==> config.mk <==
export PLATFORM = sky130hd
export DESIGN_NAME = store_drain_buffer
export DESIGN_NICKNAME = d
export VERILOG_FILES = /design/src/rtl/store_drain_buffer.sv
export SDC_FILE = /design/constraint.sdc
export NUM_CORES = 2
export LEC_CHECK = 0
export BUFFER_PORTS_ARGS = -buffer_cell sky130_fd_sc_hd__buf_2
export CELL_PAD_IN_SITES_DETAIL_PLACEMENT = 1
export CELL_PAD_IN_SITES_GLOBAL_PLACEMENT = 2
export CORE_MARGIN = 1.5
export CORE_UTILIZATION = 48
export CTS_CLUSTER_DIAMETER = 100
export DETAILED_ROUTE_END_ITERATION = 8
export PLACE_DENSITY = 0.95
export REMOVE_ABC_BUFFERS = 1
export SYNTH_ARGS = -nofsm -noshare
export SYNTH_HDL_FRONTEND = slang
export SYNTH_SLANG_ARGS = --single-unit
==> constraint.sdc <==
create_clock -name clk -period 20.1 [get_ports clk]
set_input_delay 2.01 -clock clk [delete_from_list [all_inputs] [get_ports clk]]
set_output_delay 2.01 -clock clk [all_outputs]
set_load 0.01 [all_outputs]
==> src/rtl/store_drain_buffer.sv <==
// store_drain_buffer
// Holds up to DEPTH committed stores in program order. It issues them one at a
// time on the dmem store channel, and frees an entry only when dmem returns the
// store completion. Buffered bytes are forwarded combinationally to the load
// path, and the youngest matching store wins for each byte.
//
// Ports
//   clk, rst_n                   clock, asynchronous active-low reset
//   in_valid/in_ready            committed store push handshake
//   in_addr/in_data/in_strb      store byte address, lane-aligned data, byte enables
//   st_valid/st_ready            dmem store request handshake (head entry)
//   st_addr/st_wdata/st_wstrb    head entry, zero while no request is pending
//   st_resp_valid/st_resp_ready  dmem store completion handshake
//   fwd_addr                     load lookup address (doubleword granular)
//   fwd_hit/fwd_data/fwd_strb    merged buffered bytes for that doubleword
//   count                        occupied entries
//   drained                      empty and drain FSM idle
//
// state  | meaning
// S_IDLE | buffer empty, nothing offered to dmem
// S_REQ  | head entry offered on st_valid, waiting for st_ready
// S_WAIT | head entry accepted by dmem, waiting for its completion
module store_drain_buffer #(
    parameter int DEPTH  = 8,
    parameter int ADDR_W = 32
) (
    input  logic                       clk,
    input  logic                       rst_n,
    input  logic                       in_valid,
    output logic                       in_ready,
    input  logic [ADDR_W-1:0]          in_addr,
    input  logic [63:0]                in_data,
    input  logic [7:0]                 in_strb,
    output logic                       st_valid,
    input  logic                       st_ready,
    output logic [ADDR_W-1:0]          st_addr,
    output logic [63:0]                st_wdata,
    output logic [7:0]                 st_wstrb,
    input  logic                       st_resp_valid,
    output logic                       st_resp_ready,
    input  logic [ADDR_W-1:0]          fwd_addr,
    output logic                       fwd_hit,
    output logic [63:0]                fwd_data,
    output logic [7:0]                 fwd_strb,
    output logic [$clog2(DEPTH):0]     count,
    output logic                       drained
);
    localparam int PTR_W = $clog2(DEPTH);
    localparam int CNT_W = PTR_W + 1;

    typedef enum logic [1:0] {S_IDLE, S_REQ, S_WAIT} state_t;

    state_t             state;
    logic [ADDR_W-1:0]  addr_q [DEPTH];
    logic [63:0]        data_q [DEPTH];
    logic [7:0]         strb_q [DEPTH];
    logic [PTR_W-1:0]   head;
    logic [PTR_W-1:0]   tail;
    logic [CNT_W-1:0]   count_q;
    logic [CNT_W-1:0]   count_nxt;
    logic               st_valid_q;
    logic               st_resp_ready_q;
    logic               push;
    logic               pop;
    logic               unused_fwd_lsb;

    // A pop in the same cycle does not free a slot for a push when full.
    assign in_ready = (count_q < CNT_W'(DEPTH));
    assign push     = in_valid && in_ready;
    assign pop      = (state == S_WAIT) && st_resp_valid;

    always_comb begin
        count_nxt = count_q;
        case ({push, pop})
            2'b10:   count_nxt = count_q + CNT_W'(1);
            2'b01:   count_nxt = count_q - CNT_W'(1);
            default: count_nxt = count_q;
        endcase
    end

    always_ff @(posedge clk or negedge rst_n) begin
        if (!rst_n) begin
            head    <= '0;
            tail    <= '0;
            count_q <= '0;
        end else begin
            if (push) tail <= tail + PTR_W'(1);
            if (pop)  head <= head + PTR_W'(1);
            count_q <= count_nxt;
        end
    end

    // Entry storage is not reset. Occupancy is tracked by head/count only.
    always_ff @(posedge clk) begin
        if (push) begin
            addr_q[tail] <= in_addr;
            data_q[tail] <= in_data;
            strb_q[tail] <= in_strb;
        end
    end

    always_ff @(posedge clk or negedge rst_n) begin
        if (!rst_n) begin
            state           <= S_IDLE;
            st_valid_q      <= 1'b0;
            st_resp_ready_q <= 1'b0;
        end else begin
            case (state)
                S_IDLE: begin
                    if (count_q != '0) begin
                        state      <= S_REQ;
                        st_valid_q <= 1'b1;
                    end
                end
                S_REQ: begin
                    if (st_ready) begin
                        state           <= S_WAIT;
                        st_valid_q      <= 1'b0;
                        st_resp_ready_q <= 1'b1;
                    end
                end
                S_WAIT: begin
                    if (st_resp_valid) begin
                        st_resp_ready_q <= 1'b0;
                        if (count_nxt != '0) begin
                            state      <= S_REQ;
                            st_valid_q <= 1'b1;
                        end else begin
                            state <= S_IDLE;
                        end
                    end
                end
                default: begin
                    state           <= S_IDLE;
                    st_valid_q      <= 1'b0;
                    st_resp_ready_q <= 1'b0;
                end
            endcase
        end
    end

    // The head cannot move while a request is pending, so the fields stay stable.
    assign st_valid      = st_valid_q;
    assign st_resp_ready = st_resp_ready_q;
    assign st_addr       = st_valid_q ? addr_q[head] : '0;
    assign st_wdata      = st_valid_q ? data_q[head] : '0;
    assign st_wstrb      = st_valid_q ? strb_q[head] : '0;
    assign count         = count_q;
    assign drained       = (count_q == '0) && (state == S_IDLE);

    // Walk the entries from oldest to youngest so that younger bytes overwrite older ones.
    always_comb begin
        logic [PTR_W-1:0] idx;
        idx      = '0;
        fwd_data = '0;
        fwd_strb = '0;
        for (int i = 0; i < DEPTH; i++) begin
            idx = head + PTR_W'(i);
            if ((CNT_W'(i) < count_q) && (addr_q[idx][ADDR_W-1:3] == fwd_addr[ADDR_W-1:3])) begin
                for (int b = 0; b < 8; b++) begin
                    if (strb_q[idx][b]) begin
                        fwd_data[8*b +: 8] = data_q[idx][8*b +: 8];
                        fwd_strb[b]        = 1'b1;
                    end
                end
            end
        end
    end

    assign fwd_hit        = |fwd_strb;
    assign unused_fwd_lsb = ^fwd_addr[2:0];

endmodule
==> flow_results.xml <==
<?xml version="1.0" encoding="UTF-8"?>
<metrics>
  <group name="flow_run">
    <metric name="max_cap_viol_count" unit="">0</metric>
  </group>
  <group name="sta">
    <metric name="worst_slew_pin_slew" unit="ns">1.22</metric>
    <metric name="finalSetupViolations" unit="">0</metric>
    <metric name="total_count_of_hold_check_failures_in_the_final_report" unit="">0</metric>
    <metric name="fmax" unit="MHz">79.3</metric>
    <metric name="min_period_over_period" unit="%">62.7</metric>
    <metric name="worst_clock_skew" unit="ns">0.0253</metric>
    <metric name="min_period" unit="ns">12.61</metric>
    <metric name="max_transition_margin" unit="%">18.6</metric>
    <metric name="slew_viol_final" unit="">0</metric>
    <metric name="grt_setup_unrepaired" unit="">false</metric>
  </group>
  <group name="clocking">
    <metric name="clock_tree.htree_level_count" unit="">3</metric>
    <metric name="clk_latency" unit="ns">0.73</metric>
    <metric name="cts_tree" unit="">yes</metric>
    <metric name="quantity_of_hold_fixing_buffers_added_after_cts" unit="">0</metric>
    <metric name="clock_path_buffers" unit="">3</metric>
    <metric name="postCtsSetupRepairBufs" unit="">0</metric>
    <metric name="cts_resized" unit="">0</metric>
    <metric name="path_clk_slew" unit="ns">0.07</metric>
    <metric name="root_buffer" unit="">sky130_fd_sc_hd__clkbuf_16</metric>
    <metric name="tritoncts.num_buffers" unit="">96</metric>
    <metric name="tritoncts_num_sinks" unit="">846</metric>
  </group>
  <group name="power_and_ir_drop">
    <metric name="cellLeakagePower" unit="nW">24.1</metric>
    <metric name="cellPowerDensity" unit="mW/mm^2">187</metric>
    <metric name="post-layout-total-power" unit="mW">13.4</metric>
    <metric name="peakVddDrop" unit="mV">0.202</metric>
  </group>
  <group name="global_route">
    <metric name="grt_remaining_overflow" unit="">0</metric>
    <metric name="grt_antenna_before_repair" unit="">55</metric>
    <metric name="grt_pass1_vias" unit="">52900</metric>
    <metric name="grt.met3_usage" unit="%">10.2</metric>
    <metric name="grt_util_met2" unit="%">56.7</metric>
    <metric name="global_route.usage.met1" unit="%">43.7</metric>
    <metric name="layer_with_the_highest_usage" unit="">met2</metric>
    <metric name="track_usage" unit="%">35.6</metric>
    <metric name="grt_first_pass_wirelength" unit="um">362000</metric>
    <metric name="grt_start_max_net_pins" unit="">164</metric>
  </group>
  <group name="setup_path">
    <metric name="reg2reg_setup_slack" unit="ns">16.11</metric>
    <metric name="critical_path.max_stage_delay" unit="ns">1.07</metric>
    <metric name="path_class" unit="">flop to output port</metric>
    <metric name="worst_path_most_repeated_cell" unit="">sky130_fd_sc_hd__buf_4</metric>
    <metric name="start_of_the_worst_register_to_register_path" unit="">head[1]$_DFFE_PN0P_</metric>
    <metric name="setup.worst_path.start" unit="">head[1]$_DFFE_PN0P_</metric>
    <metric name="timing.critical_path.fanout_max" unit="">59</metric>
    <metric name="worstPathCellList" unit="">clkinv_1 &gt; ha_4 &gt; buf_4 &gt; buf_4 &gt; buf_4 &gt; mux4_2 &gt; nor2_1 &gt; nor4_1 &gt; a41oi_1 &gt; nor3_2 &gt; buf_4 &gt; a221o_1 &gt; nand4b_1 &gt; nor4b_1 &gt; nand4b_1 &gt; buf_2</metric>
    <metric name="cp_data_arrival_time" unit="ns">10.60</metric>
    <metric name="timing.critical_path.slowest_stage_cell" unit="">sky130_fd_sc_hd__ha_4</metric>
    <metric name="element_type_at_the_critical_path_start" unit="">flop</metric>
    <metric name="cp.required" unit="ns">18.09</metric>
    <metric name="critPathCaptureType" unit="">output port</metric>
  </group>
  <group name="worst_hold_path">
    <metric name="hold_path_class" unit="">flop to flop</metric>
    <metric name="timing.hold.worst.start" unit="">st_resp_ready$_DFFE_PN0P_</metric>
  </group>
  <group name="logic_synthesis">
    <metric name="synth-edff-count" unit="">832</metric>
    <metric name="syn-mean-instance-area" unit="um^2">12.4</metric>
    <metric name="syn-instance-count" unit="">5279</metric>
    <metric name="netlist-cell-type-count" unit="">94</metric>
    <metric name="synth_top_area_share" unit="%">38.1</metric>
    <metric name="synthesis.area" unit="mm^2">0.0655</metric>
    <metric name="yosysWarnings" unit="">0</metric>
    <metric name="post-synth-top-area-cell" unit="">sky130_fd_sc_hd__edfxtp_1</metric>
    <metric name="ys_async_sr_fraction" unit="%">1.65</metric>
    <metric name="ys_ff_latch" unit="">846</metric>
    <metric name="most_frequently_used_flop_master_after_synthesis" unit="">sky130_fd_sc_hd__edfxtp_1</metric>
    <metric name="synth_seq_area_share" unit="%">38.7</metric>
    <metric name="ys_top_cells_by_area" unit="">sky130_fd_sc_hd__edfxtp_1, sky130_fd_sc_hd__mux4_2, sky130_fd_sc_hd__mux2i_1</metric>
  </group>
  <group name="floorplanning">
    <metric name="floorplan.die.height" unit="um">373</metric>
    <metric name="row_count" unit="">135</metric>
    <metric name="num_io_pins" unit="">326</metric>
    <metric name="initial_utilization" unit="%">48.4</metric>
    <metric name="floorplan_die_area" unit="mm^2">0.139</metric>
    <metric name="die_x" unit="um">373</metric>
    <metric name="core-area" unit="mm^2">0.135</metric>
  </group>
  <group name="route">
    <metric name="num_vias" unit="">53600</metric>
    <metric name="starting_drt_drc_count" unit="">7153</metric>
    <metric name="vias_per_cell" unit="">7.43</metric>
    <metric name="drt_drc_violations_left" unit="">0</metric>
    <metric name="drt_pass1_iterations" unit="">6</metric>
    <metric name="routed_wire_length_per_instance" unit="um">34.9</metric>
    <metric name="drt.antenna.violating_nets" unit="">0</metric>
    <metric name="finalWirelength" unit="um">252000</metric>
  </group>
  <group name="placed_design">
    <metric name="detailed_place.area" unit="mm^2">0.0682</metric>
    <metric name="routabilityCongestion" unit="">1.01</metric>
    <metric name="port-buffer-count" unit="">322</metric>
    <metric name="detailed_place_hpwl" unit="um">165000</metric>
  </group>
  <group name="final_layout">
    <metric name="area.growth.synth_to_final" unit="%">9.34</metric>
    <metric name="nNetsFinal" unit="">5475</metric>
    <metric name="fillCellCount" unit="">13600</metric>
    <metric name="finish.instance_area" unit="mm^2">0.0717</metric>
    <metric name="drive_above_1_share" unit="%">29.7</metric>
  </group>
  <group name="run_status">
    <metric name="status" unit="">finished clean</metric>
  </group>
</metrics>
-- placed cells by master (no fill, tap or decap), drive strengths merged, types with 14 or more instances in the layout --
cell	Yosys	final
nand3	207	207
nor2	507	507
o221ai	17	17
mux4	818	818
o22ai	42	42
mux2	74	74
xor2	17	17
o311ai	26	26
a221oi	31	31
o211a	16	16
dfrtp	14	14
and3	27	27
diode	0	25
and2	57	57
or4	15	15
xnor2	158	158
a22oi	36	36
nor4b	16	16
or2	15	15
nand4	104	104
inv	33	40
o21ai	39	39
edfxtp	832	832
mux2i	318	318
clkbuf	233	109
clkinv	6	43
nand2	755	755
buf	252	434
a21oi	154	154
o41a	56	56
nor4	26	26
o311a	32	32
nand2b	33	33
o221a	58	58
bufinv	0	18
nor3	59	59
-- final timing paths --
| kind | endpoint | depth (start not counted) |
|---|---|---|
| setup / recovery | fwd_hit | 16 |
| hold / removal | st_resp_ready$_DFFE_PN0P_ | 2 |
| setup reg to reg | head[1]$_DFFE_PN0P_ | 4 |
| hold reg to reg | st_resp_ready$_DFFE_PN0P_ | 2 |
| max in group asynchronous | head[1]$_DFFE_PN0P_ | 1 |
| min in group asynchronous | state[0]$_DFFE_PN0P_ | 1 |
-- final cells by class --
class	count	area (um^2)	share of cell area, %
Antenna cell	25	62.6	0.0873
Clock buffer	109	2470	3.45
Clock inverter	71	880	1.23
Inverter	39	149	0.208
Multi-Input combinational cell	3909	38000	53.0
Sequential cell	846	25300	35.4
Tap cell	1781	2230	3.11
Timing Repair Buffer	434	2540	3.54
-- critical path: cells and delay by family (launching register included) --
family | cells | cell delay (ns)
muxes | 1 | 0.71
buffers and inverters | 6 | 3.83
adders and majority gates | 1 | 1.07
DFF | 1 | 0.96
and+or+nand+nor | 6 | 2.05
AOI/OAI and AO/OA | 2 | 0.96
-- report_power, final --
| group | internal, mW | switching (mW) |
|---|---|---|
| Clock | 1.12 | 0.779 |
| Sequential | 2.22 | 0.284 |
| Combinational | 3.53 | 5.46 |
| Total | 6.87 | 6.53 |
-- cells in the mapped netlist, types with 53 or more instances --
master	instances
sky130_fd_sc_hd__a21oi_1	154
sky130_fd_sc_hd__and2_1	53
sky130_fd_sc_hd__buf_1	60
sky130_fd_sc_hd__buf_2	133
sky130_fd_sc_hd__clkbuf_1	231
sky130_fd_sc_hd__edfxtp_1	832
sky130_fd_sc_hd__mux2_2	74
sky130_fd_sc_hd__mux2i_1	318
sky130_fd_sc_hd__mux4_2	806
sky130_fd_sc_hd__nand2_1	755
sky130_fd_sc_hd__nand3_1	207
sky130_fd_sc_hd__nand4_1	102
sky130_fd_sc_hd__nor2_1	507
sky130_fd_sc_hd__nor3_1	59
sky130_fd_sc_hd__o221a_2	58
sky130_fd_sc_hd__o41a_1	56
sky130_fd_sc_hd__xnor2_1	158
-- state kept, by name, summed over array words and instances, names as in the netlist --
signal	count
count	4
strb_q	64
addr_q	256
head	3
st_resp_ready	1
data_q	512
state	2
tail	3
st_valid	1
-- logic make-up (layout without fill, tap and decap cells) --
logic type / Yosys count / count (layout) / synth area share (%)
simple gates: 1876 / 1876 / 13.0
mux: 1210 / 1210 / 34.3
flops: 846 / 846 / 38.7
compound gates: 640 / 640 / 7.77
buf+inv: 524 / 653 / 3.75
xor+xnor: 175 / 175 / 2.34
fa+ha+maj: 8 / 8 / 0.153
other cells: 0 / 25 / 0
-- metrics by stage --
stage	TNS (ns)	setup slack [ns]	cells	hold WS, ns	util (%)
5_1_grt	0	7.12	7202	0.600	52.9
3_5_place_dp	0	8.53	7009	0.518	50.4
2_1_floorplan	-4045.68	-38.86	4794	0.521	-
3_3_place_gp	0	8.61	7009	0.504	50.4
4_1_cts	0	7.67	7189	0.532	52.9
6_report	0	7.49	7214	0.528	52.9
-- routing by layer --
| metal | wire length [um] | up-vias |
|---|---|---|
| met3 | 30300 | 834 |
| met5 | 331 | - |
| li1 | - | 21400 |
| met1 | 88000 | 27600 |
| met4 | 14600 | 54 |
| met2 | 118000 | 3744 |
Power figures use the tool's default switching activity.
